$ cat src/rtl/mem_loader.sv
// Byte-stream to 16-bit memory-card loader: sets the address register, assembles two bytes, strobes MI.
// Optional MEM_LOADER_CHECKSUM_EN adds a running 16-bit sum of written words on port checksum.
module mem_loader #(
  parameter int HIGH_FIRST = 1
) (
  input  logic        clk,
  input  logic        reset,
  input  logic        start,
  input  logic [15:0] start_addr,
  input  logic [15:0] word_count,
  input  logic [7:0]  in_data,
  input  logic        in_valid,
  output logic        in_ready,
  output logic [15:0] bus_out,
  output logic        bus_en,
  output logic        AI_bar,
  output logic        MI,
  output logic        busy,
  output logic        done,
`ifdef MEM_LOADER_CHECKSUM_EN
  output logic [15:0] checksum,
`endif
  output logic        rom_err
);

  typedef enum logic [2:0] {IDLE, SETADDR, RXB0, RXB1, WRITE, FIN} state_t;

  state_t      state_reg;
  logic [15:0] addr_reg;
  logic [15:0] remaining_reg;
  logic [7:0]  first_byte_reg;
  logic [15:0] rx_word;

  // Word as it will look once the byte currently on in_data is taken in RXB1.
  always_comb begin
    rx_word = (HIGH_FIRST != 0) ? {first_byte_reg, in_data} : {in_data, first_byte_reg};
  end

  // Outputs are registered: each transition loads the output values of the state being entered.
  always_ff @(posedge clk) begin
    if (reset) begin
      state_reg      <= IDLE;
      addr_reg       <= 16'h0000;
      remaining_reg  <= 16'h0000;
      first_byte_reg <= 8'h00;
      in_ready       <= 1'b0;
      bus_out        <= 16'h0000;
      bus_en         <= 1'b0;
      AI_bar         <= 1'b1;
      MI             <= 1'b0;
      busy           <= 1'b0;
      done           <= 1'b0;
      rom_err        <= 1'b0;
`ifdef MEM_LOADER_CHECKSUM_EN
      checksum       <= 16'h0000;
`endif
    end else begin
      in_ready <= 1'b0;
      bus_en   <= 1'b0;
      AI_bar   <= 1'b1;
      MI       <= 1'b0;
      done     <= 1'b0;
      busy     <= 1'b1;
      case (state_reg)
        IDLE: begin
          busy <= 1'b0;
          if (start) begin
            addr_reg      <= start_addr;
            remaining_reg <= word_count;
            rom_err       <= 1'b0;
            busy          <= 1'b1;
`ifdef MEM_LOADER_CHECKSUM_EN
            checksum      <= 16'h0000;
`endif
            if (word_count == 16'h0000) begin
              state_reg <= FIN;
              done      <= 1'b1;
            end else begin
              state_reg <= SETADDR;
              bus_en    <= 1'b1;
              AI_bar    <= 1'b0;
              bus_out   <= start_addr;
            end
          end
        end
        SETADDR: begin
          state_reg <= RXB0;
          in_ready  <= 1'b1;
        end
        RXB0: begin
          in_ready <= 1'b1;
          if (in_valid) begin
            first_byte_reg <= in_data;
            state_reg      <= RXB1;
          end
        end
        RXB1: begin
          if (in_valid) begin
            state_reg <= WRITE;
            bus_en    <= 1'b1;
            MI        <= 1'b1;
            bus_out   <= rx_word;
            if (addr_reg < 16'h0100) rom_err <= 1'b1;
          end else begin
            in_ready <= 1'b1;
          end
        end
        WRITE: begin
          addr_reg      <= addr_reg + 16'd1;
          remaining_reg <= remaining_reg - 16'd1;
`ifdef MEM_LOADER_CHECKSUM_EN
          checksum      <= checksum + bus_out;
`endif
          if (remaining_reg == 16'd1) begin
            state_reg <= FIN;
            done      <= 1'b1;
          end else begin
            state_reg <= SETADDR;
            bus_en    <= 1'b1;
            AI_bar    <= 1'b0;
            bus_out   <= addr_reg + 16'd1;
          end
        end
        FIN: begin
          state_reg <= IDLE;
          busy      <= 1'b0;
        end
        default: begin
          state_reg <= IDLE;
          busy      <= 1'b0;
        end
      endcase
    end
  end

endmodule

$ cat config.mk
export PLATFORM = sky130hd
export DESIGN_NAME = mem_loader
export DESIGN_NICKNAME = d
export VERILOG_FILES = /design/src/rtl/mem_loader.sv
export SDC_FILE = /design/constraint.sdc
export NUM_CORES = 1
export LEC_CHECK = 0
export BUFFER_PORTS_ARGS = -buffer_cell sky130_fd_sc_hd__buf_2
export CAP_MARGIN = 25
export CORE_ASPECT_RATIO = 1.5
export CORE_MARGIN = 1.5
export CORE_UTILIZATION = 55
export CTS_CLUSTER_DIAMETER = 120
export DETAILED_ROUTE_END_ITERATION = 12
export PLACE_DENSITY = 0.81
export SYNTH_ARGS = -nofsm -noshare
export SYNTH_HDL_FRONTEND = slang
export SYNTH_SLANG_ARGS = --single-unit
$ cat constraint.sdc
create_clock -name clk -period 2.6 [get_ports clk]
set_clock_uncertainty 0.15 [all_clocks]
set_input_delay 0.78 -clock clk [delete_from_list [all_inputs] [get_ports clk]]
set_output_delay 0.78 -clock clk [all_outputs]
set_load 0.05 [all_outputs]
Yosys cells after proc, flatten, opt, wreduce, memory -nomap -nowiden. Cells that the tools add are included.

Word-level logic and storage cells: 74. Bits in registers: 66.

Equality and inequality tests: 11. Reductions and logical operators: 13. Add/sub/neg operators: 2. Bitwise gates (word level): 1. Muxes and demuxes: 34. $lt $le $gt $ge: 1.

Operators with widths (count): 16-bit 2-to-1 mux (6); 16-bit one-hot mux with 2 select lines (2); 16-bit one-hot mux with 3 select lines (1); 16-bit by 1-bit adder with 16-bit output (second input constant) (1); 16-bit by 1-bit == test with 1-bit output (second input constant) (1); 16-bit logical NOT (1); 16-bit by 9-bit < comparator with 1-bit output (second input constant) (1); 16-bit by 1-bit subtractor with 16-bit output (second input constant) (1); 3-bit 2-to-1 mux (5); 3-bit one-hot mux with 5 select lines (1); 1-bit 2-to-1 mux (13); 2-bit inequality test (second input constant) (6); 1-bit one-hot mux with 2 select lines (5); 3-bit by 2-bit == test with 1-bit output (second input constant) (2); 5-bit AND reduction (1); 2-bit AND reduction (2); 4-bit AND reduction (1); 2-bit nonzero test (2); 2-bit OR reduction (2); 4-bit OR reduction (1); 3-bit by 1-bit == test with 1-bit output (second input constant) (1); 3-bit == test (second input constant) (1); 3-bit logical NOT (1); 1-bit one-hot mux with 3 select lines (1); other kinds (3) (3).

Longest topological paths before layout. Gate-level depths: netlist of run 1.

Depth after elaboration: 4. Depth in mapped cells: 8. Depth with buffers taken out: 7.

Least setup slack after synthesis of run 1. Ideal clock, no wire load.

Kind: input to register. From: input port start. To: register addr_reg[9]. Setup slack: 0.141 ns. Stages: 7. Data required time: 2.322 ns. Setup time: 0.128 ns. Arrival: 2.181 ns. Cell sequence: or4b_2 clkbuf_1 nand2_1 buf_2 o21ai_1 a222oi_1 nor2_1.

Word-level cells in the longest chain between the ends: 2.

RTL lines: from (decl) (RTL line 8) `input logic start,`; 2-bit inequality test (no line); 2-bit AND reduction (no line); to (signal assigned) (RTL line 68) `addr_reg <= start_addr;`; to (signal assigned) (RTL line 109) `addr_reg <= addr_reg + 16'd1;`; to (decl) (RTL line 29) `logic [15:0] addr_reg;`.

No other way between the ends. A chain may end at the register's enable or synchronous reset.

Worst setup path in the final report of run 1.
From: register remaining_reg[6]. To: register remaining_reg[13].

Word-level cells in the longest chain between the ends: 2.

RTL lines: from (decl) (RTL line 30) `logic [15:0] remaining_reg;`; from (signal assigned) (RTL line 69) `remaining_reg <= word_count;`; from (signal assigned) (RTL line 110) `remaining_reg <= remaining_reg - 16'd1;`; 16-bit by 1-bit subtractor with 16-bit output (RTL line 110); 16-bit one-hot mux with 2 select lines (RTL line 64) `case (state_reg)`.

No other way between the ends.

==> results.txt, run 1 <==
The overall global routing resource usage came out at 30.20%. The Yosys step of the flow raised 0 warnings. The via count of the first global-routing pass was 3,565.

The final count of hold timing violations came to 0. The largest fanout on the critical path is 7. The pin count of the biggest net entering global routing is 32. The normalized max-slew margin came out at 59.01%. On the critical path, the stage with the largest delay is an instance of sky130_fd_sc_hd__or4_1.

The post-route fraction of the period consumed by the critical path is 92.86%. The critical path is of the flip-flop to flip-flop type. The maximum cell stage delay along the critical path is roughly 650 ps. The final core area utilization came out at between 60% and 70%. The depth of the CTS H-tree came out at 3. The type of the most critical hold path is flip-flop to flip-flop. For the pin with the worst max-slew slack, the measured transition is 613.0 ps. Derived from the worst setup path, the maximum achievable clock frequency is 414.2 MHz. After clock tree synthesis, the clock-pin slew on the worst setup and hold paths is 70 ps. The kind of start point of the critical path is a flip-flop. The count of placed standard cells including taps came out at 576. STA puts the critical path data arrival time at 2540 ps. The weighted congestion reported at the end of routability-driven placement is around 0.88. The count of buffers added by post-CTS timing repair for setup came out at 0. Max-cap violations in this run came to 0. The signal on the critical path passes through or4_1 -> or3_1 -> nor4_1 -> mux2_2 -> a21oi_1.

The number of sinks driven by the clock tree is between 60 and 70. The die height is about 100 um. The root buffer cell chosen for the clock tree is sky130_fd_sc_hd__clkbuf_8. The number of instances in the synthesized netlist came out at between 400 and 500.

Sorting the synthesized cells by how often they occur yields sky130_fd_sc_hd__dfxtp_1, sky130_fd_sc_hd__nor2_1, sky130_fd_sc_hd__a21oi_1. The effective utilization at floorplan is 56.35%. The residual antenna-violating net count after detailed routing is 0. The total of fill cells in the finished design came out at 538. Power spread over the standard cell area amounts to 633.3 nW/um^2. The fraction of layout instances using a drive strength above 1 came out at 23.50%. After legalization and detailed placement, the total HPWL measured ~7.7 mm. The count of buffers from port buffering is 66. The final worst hold slack came out at roughly 320 ps. The detailed router's first-iteration violation count came out at 340. The maximum number of buffers from clock root to sink is 2.

The final routed DRC violation total is 0. The number of optimization iterations in the first detailed-route pass is 5. During I/O placement, the number of pins put on the boundary was 67.

The number of antenna violations at the first check in global routing was 0. The routed length per placed instance is 17.99 um. For this run, the post-layout net count is 558. The cell area that synthesis handed to floorplanning was between 3000 and 4000 um^2.

Using the TritonRoute via totals, the vias-per-cell ratio works out to 6.525. The flip-flop cell with the highest count after synthesis is sky130_fd_sc_hd__dfxtp_1. The clock latency on the worst-skew pair came out at 350 ps. Post-CTS repair changed the size of 0 cells. The repair_antennas step left the layout with diodes totalling 0. The wire length of the first global-routing pass is 17.18 mm. The share of flip-flops with an asynchronous set or reset came out at 0%. The time the worst path needs with I/O delays and setup came out at around 2400 ps. The total grt overflow is 0. The critical path endpoint category is a flip-flop. The number of synthesized flops with an enable pin came out at 0.

The die covers 7106 um^2. The part of the Yosys area used for sequential elements came out at 36.40%. sky130_fd_sc_hd__dfxtp_1 is the most common cell in the netlist.

The average cell area after synthesis came out at 8.084 um^2. The most area-hungry cell type in the Yosys netlist is sky130_fd_sc_hd__dfxtp_1. The maximum vdd ir drop is about 410 uV. The via count is about 3,900. By area the synthesized netlist is led by sky130_fd_sc_hd__dfxtp_1, sky130_fd_sc_hd__a21oi_1, sky130_fd_sc_hd__nor2_1, sky130_fd_sc_hd__nor4_1, sky130_fd_sc_hd__nand2_1.

Setup violations remaining at the end of the flow were counted as 0. The post-synthesis register bit count is 66. The post-detailed-routing wire length is 10.64 mm. The count of different cell masters after synthesis is 61.

The worst endpoint required time came out at 2730 ps. The floorplan die width is just under 70 um. Setup repair after global routing left no endpoint under its margin.

The count of hold buffers inserted by post-cts repair came out at 0. The clock tree from TritonCTS is yes. The number of clock buffers added by TritonCTS is 9. The number of pins with negative max-slew slack in the final report came out at 0. The area of the core came out at 6441 um^2. The flow ran to the end, and the final reports show no timing, DRC or antenna violations. The area overhead of the layout relative to synthesis came out at 17.96%. The number of standard cells in the layout, taps in and fillers out came out at a little under 600. The fraction of post-synthesis cell area in the top cell type by area is a little over a third.

The number of nets in the synthesized netlist is 496. The static leakage came out at around 1.7 nW. The floorplan has 36 rows.

The total power after layout came out at around 0.0027 W.
-- power breakdown --
group	leakage (nW)	switching [W]	total (W)	internal, W
clock network	0.0962	0.000383	0.000844	0.000461
registers	0.542	0.0000778	0.00117	0.00110
logic	1.10	0.000430	0.000694	0.000263
total	1.74	0.000891	0.00271	0.00182
-- placed cells by master, fill, tap and decap left out, drive strengths merged, types with 4 or more instances in the layout --
| cell type | netlist | final |
|---|---|---|
| inv | 8 | 8 |
| or2 | 4 | 4 |
| o211a | 5 | 5 |
| nand4 | 5 | 5 |
| buf | 11 | 90 |
| nand3 | 12 | 12 |
| or3 | 5 | 5 |
| nor2 | 50 | 50 |
| o22ai | 12 | 12 |
| a21oi | 40 | 40 |
| xnor2 | 7 | 7 |
| nand2 | 34 | 34 |
| mux2i | 9 | 9 |
| a22oi | 5 | 5 |
| clkbuf | 28 | 12 |
| nor3 | 15 | 15 |
| a221oi | 11 | 11 |
| o221ai | 5 | 5 |
| nor3b | 4 | 4 |
| a31oi | 4 | 4 |
| o311ai | 4 | 4 |
| o21ai | 21 | 21 |
| nor4 | 20 | 20 |
| xor2 | 4 | 4 |
| and3 | 5 | 5 |
| o211ai | 5 | 5 |
| dfxtp | 66 | 66 |
| a211oi | 7 | 7 |
-- logic make-up (layout without fill, tap and decap cells) --
kind of cell | count (synthesis) | after routing | synth area share, %
compound gates | 143 | 143 | 27.82
xor+xnor | 11 | 11 | 2.654
mux | 12 | 12 | 3.413
buf+inv | 47 | 113 | 5.481
simple gates | 167 | 167 | 23.20
flops | 66 | 66 | 36.40
fa+ha+maj | 3 | 3 | 1.034
-- final timing paths --
path,start,endpoint,slack [ps],cells past startpoint
worst min-delay path,remaining_reg[8],remaining_reg[8],320,2
worst max-delay path,remaining_reg[6],remaining_reg[13],190,5
worst min register to register,remaining_reg[8],remaining_reg[8],320,2
worst max register to register,remaining_reg[6],remaining_reg[13],190,5
-- metal layers --
layer	track usage (%)	wire, um	part of all wire [%]
met1	35.60	4236	40
met5	0	0	0
met2	52.74	5276	50
met3	5.279	738	6.9
met4	15.99	384	3.6
-- through the flow --
step	setup slack, ps	setup TNS (ps)	instance area (um^2)
after global routing	61.85	0	4282
after global placement	-2.213	-2.514	4096
after floorplan	141.1	0	3630
after detailed placement	5.881	0	4096
final	185.6	0	4282
after CTS	190.3	0	4282
-- worst max-delay path, delay by kind of cell (launching register included) --
kind | cells | cell delay (ps)
flops | 1 | 360
mux | 1 | 370
compound gates | 1 | 130
simple gates | 3 | 1340
-- area by class of cell --
| cell class | count | area, um^2 | share of cell area, % |
|---|---|---|---|
| timing repair buffer | 90 | 535.5 | 12.51 |
| clock inverter | 3 | 40.04 | 0.9351 |
| clock buffer | 12 | 145.1 | 3.390 |
| inverter | 8 | 30.03 | 0.7013 |
| sequential | 66 | 1321 | 30.86 |
| multi-input combinational | 336 | 2115 | 49.39 |
| tap | 76 | 95.09 | 2.221 |
Note: power is estimated with default switching activity, not from simulation.
==> inputs of run 2 (changes only) <==
--- a/config.mk
+++ b/config.mk
@@ -12,6 +12,7 @@
 export CORE_UTILIZATION = 55
 export CTS_CLUSTER_DIAMETER = 120
 export DETAILED_ROUTE_END_ITERATION = 12
+export GPL_TIMING_DRIVEN = 0
 export PLACE_DENSITY = 0.81
 export SYNTH_ARGS = -nofsm -noshare
 export SYNTH_HDL_FRONTEND = slang
==> constraint.sdc (replaced) <==
create_clock -name clk -period 2.3 [get_ports clk]
set_clock_uncertainty 0.15 [all_clocks]
set_input_delay 0.69 -clock clk [delete_from_list [all_inputs] [get_ports clk]]
set_output_delay 0.69 -clock clk [all_outputs]
set_load 0.05 [all_outputs]
==> results.txt, run 2 (same netlist as run 1, synthesis figures left out) <==
The power density over cell area was 709.0 nW/um^2 (was 633.3 nW/um^2). The depth of the CTS H-tree came out at 3 (unchanged). The cell row count is 36 (unchanged). The launch instance of the worst register-to-register path is remaining_reg[5] (was remaining_reg[6]). The via count of the first global-routing pass came out at 3,727 (was 3,565). The number of antenna violations at the first check in global routing came to 0 (unchanged). The overall global routing resource usage was 34.00% (was 30.20%).

The worst setup slack before clock tree synthesis came to -392.7 ps (was 5.881 ps). The critical path depth in cells was 6 (was 5). The number of sinks driven by the clock tree is 66 (unchanged). Status: finished, final reports clean (unchanged). The estimated wirelength of the detail-placed design came out at 8.618 mm (was 7.735 mm).

The maximum vdd ir drop is 383.9 uV (was 406.0 uV). The count of buffers from port buffering was 65 (was 66). The die height is 102.5 um (unchanged). The clock tree root driver cell is sky130_fd_sc_hd__clkbuf_8 (unchanged).

The type of the most critical hold path is flip-flop to flip-flop (unchanged). The weighted congestion reported at the end of routability-driven placement is 0.9658 (was 0.8825). The antenna diode count came out at 0 (unchanged). The area overhead of the layout relative to synthesis is 25.44% (was 17.96%). The residual antenna-violating net count after detailed routing came out at 0 (unchanged). The post-detailed-routing wire length is 12.30 mm (was 10.64 mm). The normalized max-slew margin came out at 55.51% (was 59.01%). The largest fanout on the critical path came out at 5 (was 7). The pin count of the biggest net entering global routing was 12 (was 32). The reg-to-reg critical path endpoint is bus_out[12] (was remaining_reg[13]). The number of optimization iterations in the first detailed-route pass was 5 (unchanged). The count of hold buffers inserted by post-cts repair was 0 (unchanged).

The detailed-route vias per instance came out at 6.698 (was 6.525). The via count is 4,119 (was 3,856). The final routed DRC violation total came to 0 (unchanged). The final core area utilization is 70.69% (was 66.47%). The routed length per placed instance is 19.99 um (was 17.99 um). The wire length of the first global-routing pass came to 18.64 mm (was 17.18 mm). The clock input transition at the sequential cells of the worst setup and hold paths came to 70 ps (about the same). The highest clock rate came to 446.2 MHz (was 414.2 MHz). The cell count of the worst reg-to-reg path is 6 (was 5). The total grt overflow came out at 0 (unchanged). The fraction of layout instances using a drive strength above 1 came to 28.39% (was 23.50%). Top library cells by usage in the layout, fill and taps aside: sky130_fd_sc_hd__buf_2, sky130_fd_sc_hd__dfxtp_1, sky130_fd_sc_hd__nor2_1, sky130_fd_sc_hd__a21oi_1, sky130_fd_sc_hd__nand2_1 (was sky130_fd_sc_hd__dfxtp_1, sky130_fd_sc_hd__buf_2, sky130_fd_sc_hd__nor2_1, sky130_fd_sc_hd__a21oi_1, sky130_fd_sc_hd__nand2_1). The worst endpoint required time was 2460 ps (was 2730 ps). The master of the slowest instance on the critical path is sky130_fd_sc_hd__or4_4 (was sky130_fd_sc_hd__or4_1). The clock latency on the worst-skew pair came to 360 ps (was 350 ps). The max-cap violation count came to 0 (unchanged).

The number of buffers inserted during clock tree synthesis came out at 9 (unchanged). The end point of the critical path is bus_out[12] (was remaining_reg[13]). The floorplan die width was 69.33 um (unchanged). The arrival time at the worst endpoint is 2400 ps (was 2540 ps). The net count reported at finish was 581 (was 558). The slew of the pin with the lowest slew margin is 667.4 ps (was 613.0 ps).

The effective utilization at floorplan is 56.35% (unchanged). The count of final setup violators came out at 0 (unchanged). The total I/O pin count is 67 (unchanged). The most common cell after layout, fill and taps aside is sky130_fd_sc_hd__buf_2. The post-route fraction of the period consumed by the critical path came out at 97.45% (was 92.86%). The area of the core came to 6441 um^2 (unchanged). The time the worst path needs with I/O delays and setup came out at 2241 ps (was 2414 ps). The launch point of the critical path is remaining_reg[5] (was remaining_reg[6]). The number of pins with negative max-slew slack in the final report is 0 (unchanged). The kind of start point of the critical path is a flip-flop (unchanged). The critical path endpoint category was a flip-flop (unchanged). Chain of cells forming the critical path: or4_4 -> nand4bb_4 -> a22o_4 -> buf_8 -> o22ai_1 -> o221a_1 (was or4_1 -> or3_1 -> nor4_1 -> mux2_2 -> a21oi_1). The total die area came out at 7106 um^2 (unchanged). The maximum cell stage delay along the critical path came out at 560 ps (was 650 ps).

The slack of the critical path is 58.67 ps (was 185.6 ps). The maximum number of buffers from clock root to sink came out at 2 (unchanged). The largest delay contributor family on the critical path is simple AND/OR/NAND/NOR gates (unchanged). The worst reg-to-reg setup slack is 60 ps (was 190 ps).

The detailed router's first-iteration violation count is 465 (was 340). The count of buffer and inverter cells on the critical path was 1 (was 0). The clock tree from TritonCTS is yes (unchanged). The final count of hold timing violations came out at 0 (unchanged). The static leakage came out at 1.827 nW (was 1.738 nW). The critical setup path kind is flip-flop to flip-flop (unchanged).
[run 2: timing repair]
action	in CTS	in global routing
endpoints found under the setup margin	46	46
gates cloned	1	1
buffers inserted	9	3
pin swaps	2	3
gates resized for setup	32	28
[run 2: final cells by class]
| class | count | area (um^2) |
|---|---|---|
| multi-input cells | 336 | 2247 |
| fillers | 531 | 1888 |
| flip-flops and latches | 66 | 1328 |
| repair buffers | 79 | 445.4 |
| plain buffers | 34 | 202.7 |
| clock buffers | 12 | 155.1 |
| well taps | 76 | 95.09 |
| clock inverters | 4 | 50.05 |
| inverters | 8 | 30.03 |
[run 2: stage by stage]
step	cell area, um^2	instances	hold slack, ps	total power (W)	TNS (ps)
global placement	4056	590	304.4	0.002094	-10950
detailed placement	4056	590	300.7	0.002111	-12750
global route	4553	615	364.2	0.003346	-2.091
finish	4553	615	326.9	0.003228	0
CTS	4429	614	315.6	0.003174	0
floorplan	3636	449	288.2	0.001887	0
[run 2: report_power, final]
group | total (W) | switching [W] | internal, W
sequential | 0.00132 | 0.0000843 | 0.00124
combinational | 0.000878 | 0.000544 | 0.000334
clock | 0.00103 | 0.000469 | 0.000558
total | 0.00323 | 0.00110 | 0.00213
[run 2: worst reg2reg max path: stages (launching register included)]
cell,delay (ps)
sky130_fd_sc_hd__dfxtp_4,350
sky130_fd_sc_hd__or4_4,560
sky130_fd_sc_hd__nand4bb_4,290
sky130_fd_sc_hd__a22o_4,340
sky130_fd_sc_hd__buf_8,150
sky130_fd_sc_hd__o22ai_1,170
sky130_fd_sc_hd__o221a_1,190
[run 2: per-layer routing]
| metal | global-route usage, % | vias up | part of all wire (%) |
|---|---|---|---|
| met5 | 0 | - | 0 |
| li1 | - | 1872 | - |
| met2 | 59.54 | 259 | 50 |
| met3 | 6.452 | 72 | 8.5 |
| met4 | 25.64 | 0 | 5.5 |
| met1 | 36.49 | 1916 | 36 |
[run 2: how the worst min path moves through the flow]
stage | startpoint | endpoint | slack [ps] | depth (start not counted)
floorplan | remaining_reg[8] | remaining_reg[8] | 290 | 2
global placement | remaining_reg[8] | remaining_reg[8] | 300 | 2
detailed placement | remaining_reg[8] | remaining_reg[8] | 300 | 2
CTS | remaining_reg[8] | remaining_reg[8] | 320 | 2
global route | bus_out[2] | bus_out[2] | 360 | 1
finish | remaining_reg[8] | remaining_reg[8] | 330 | 2
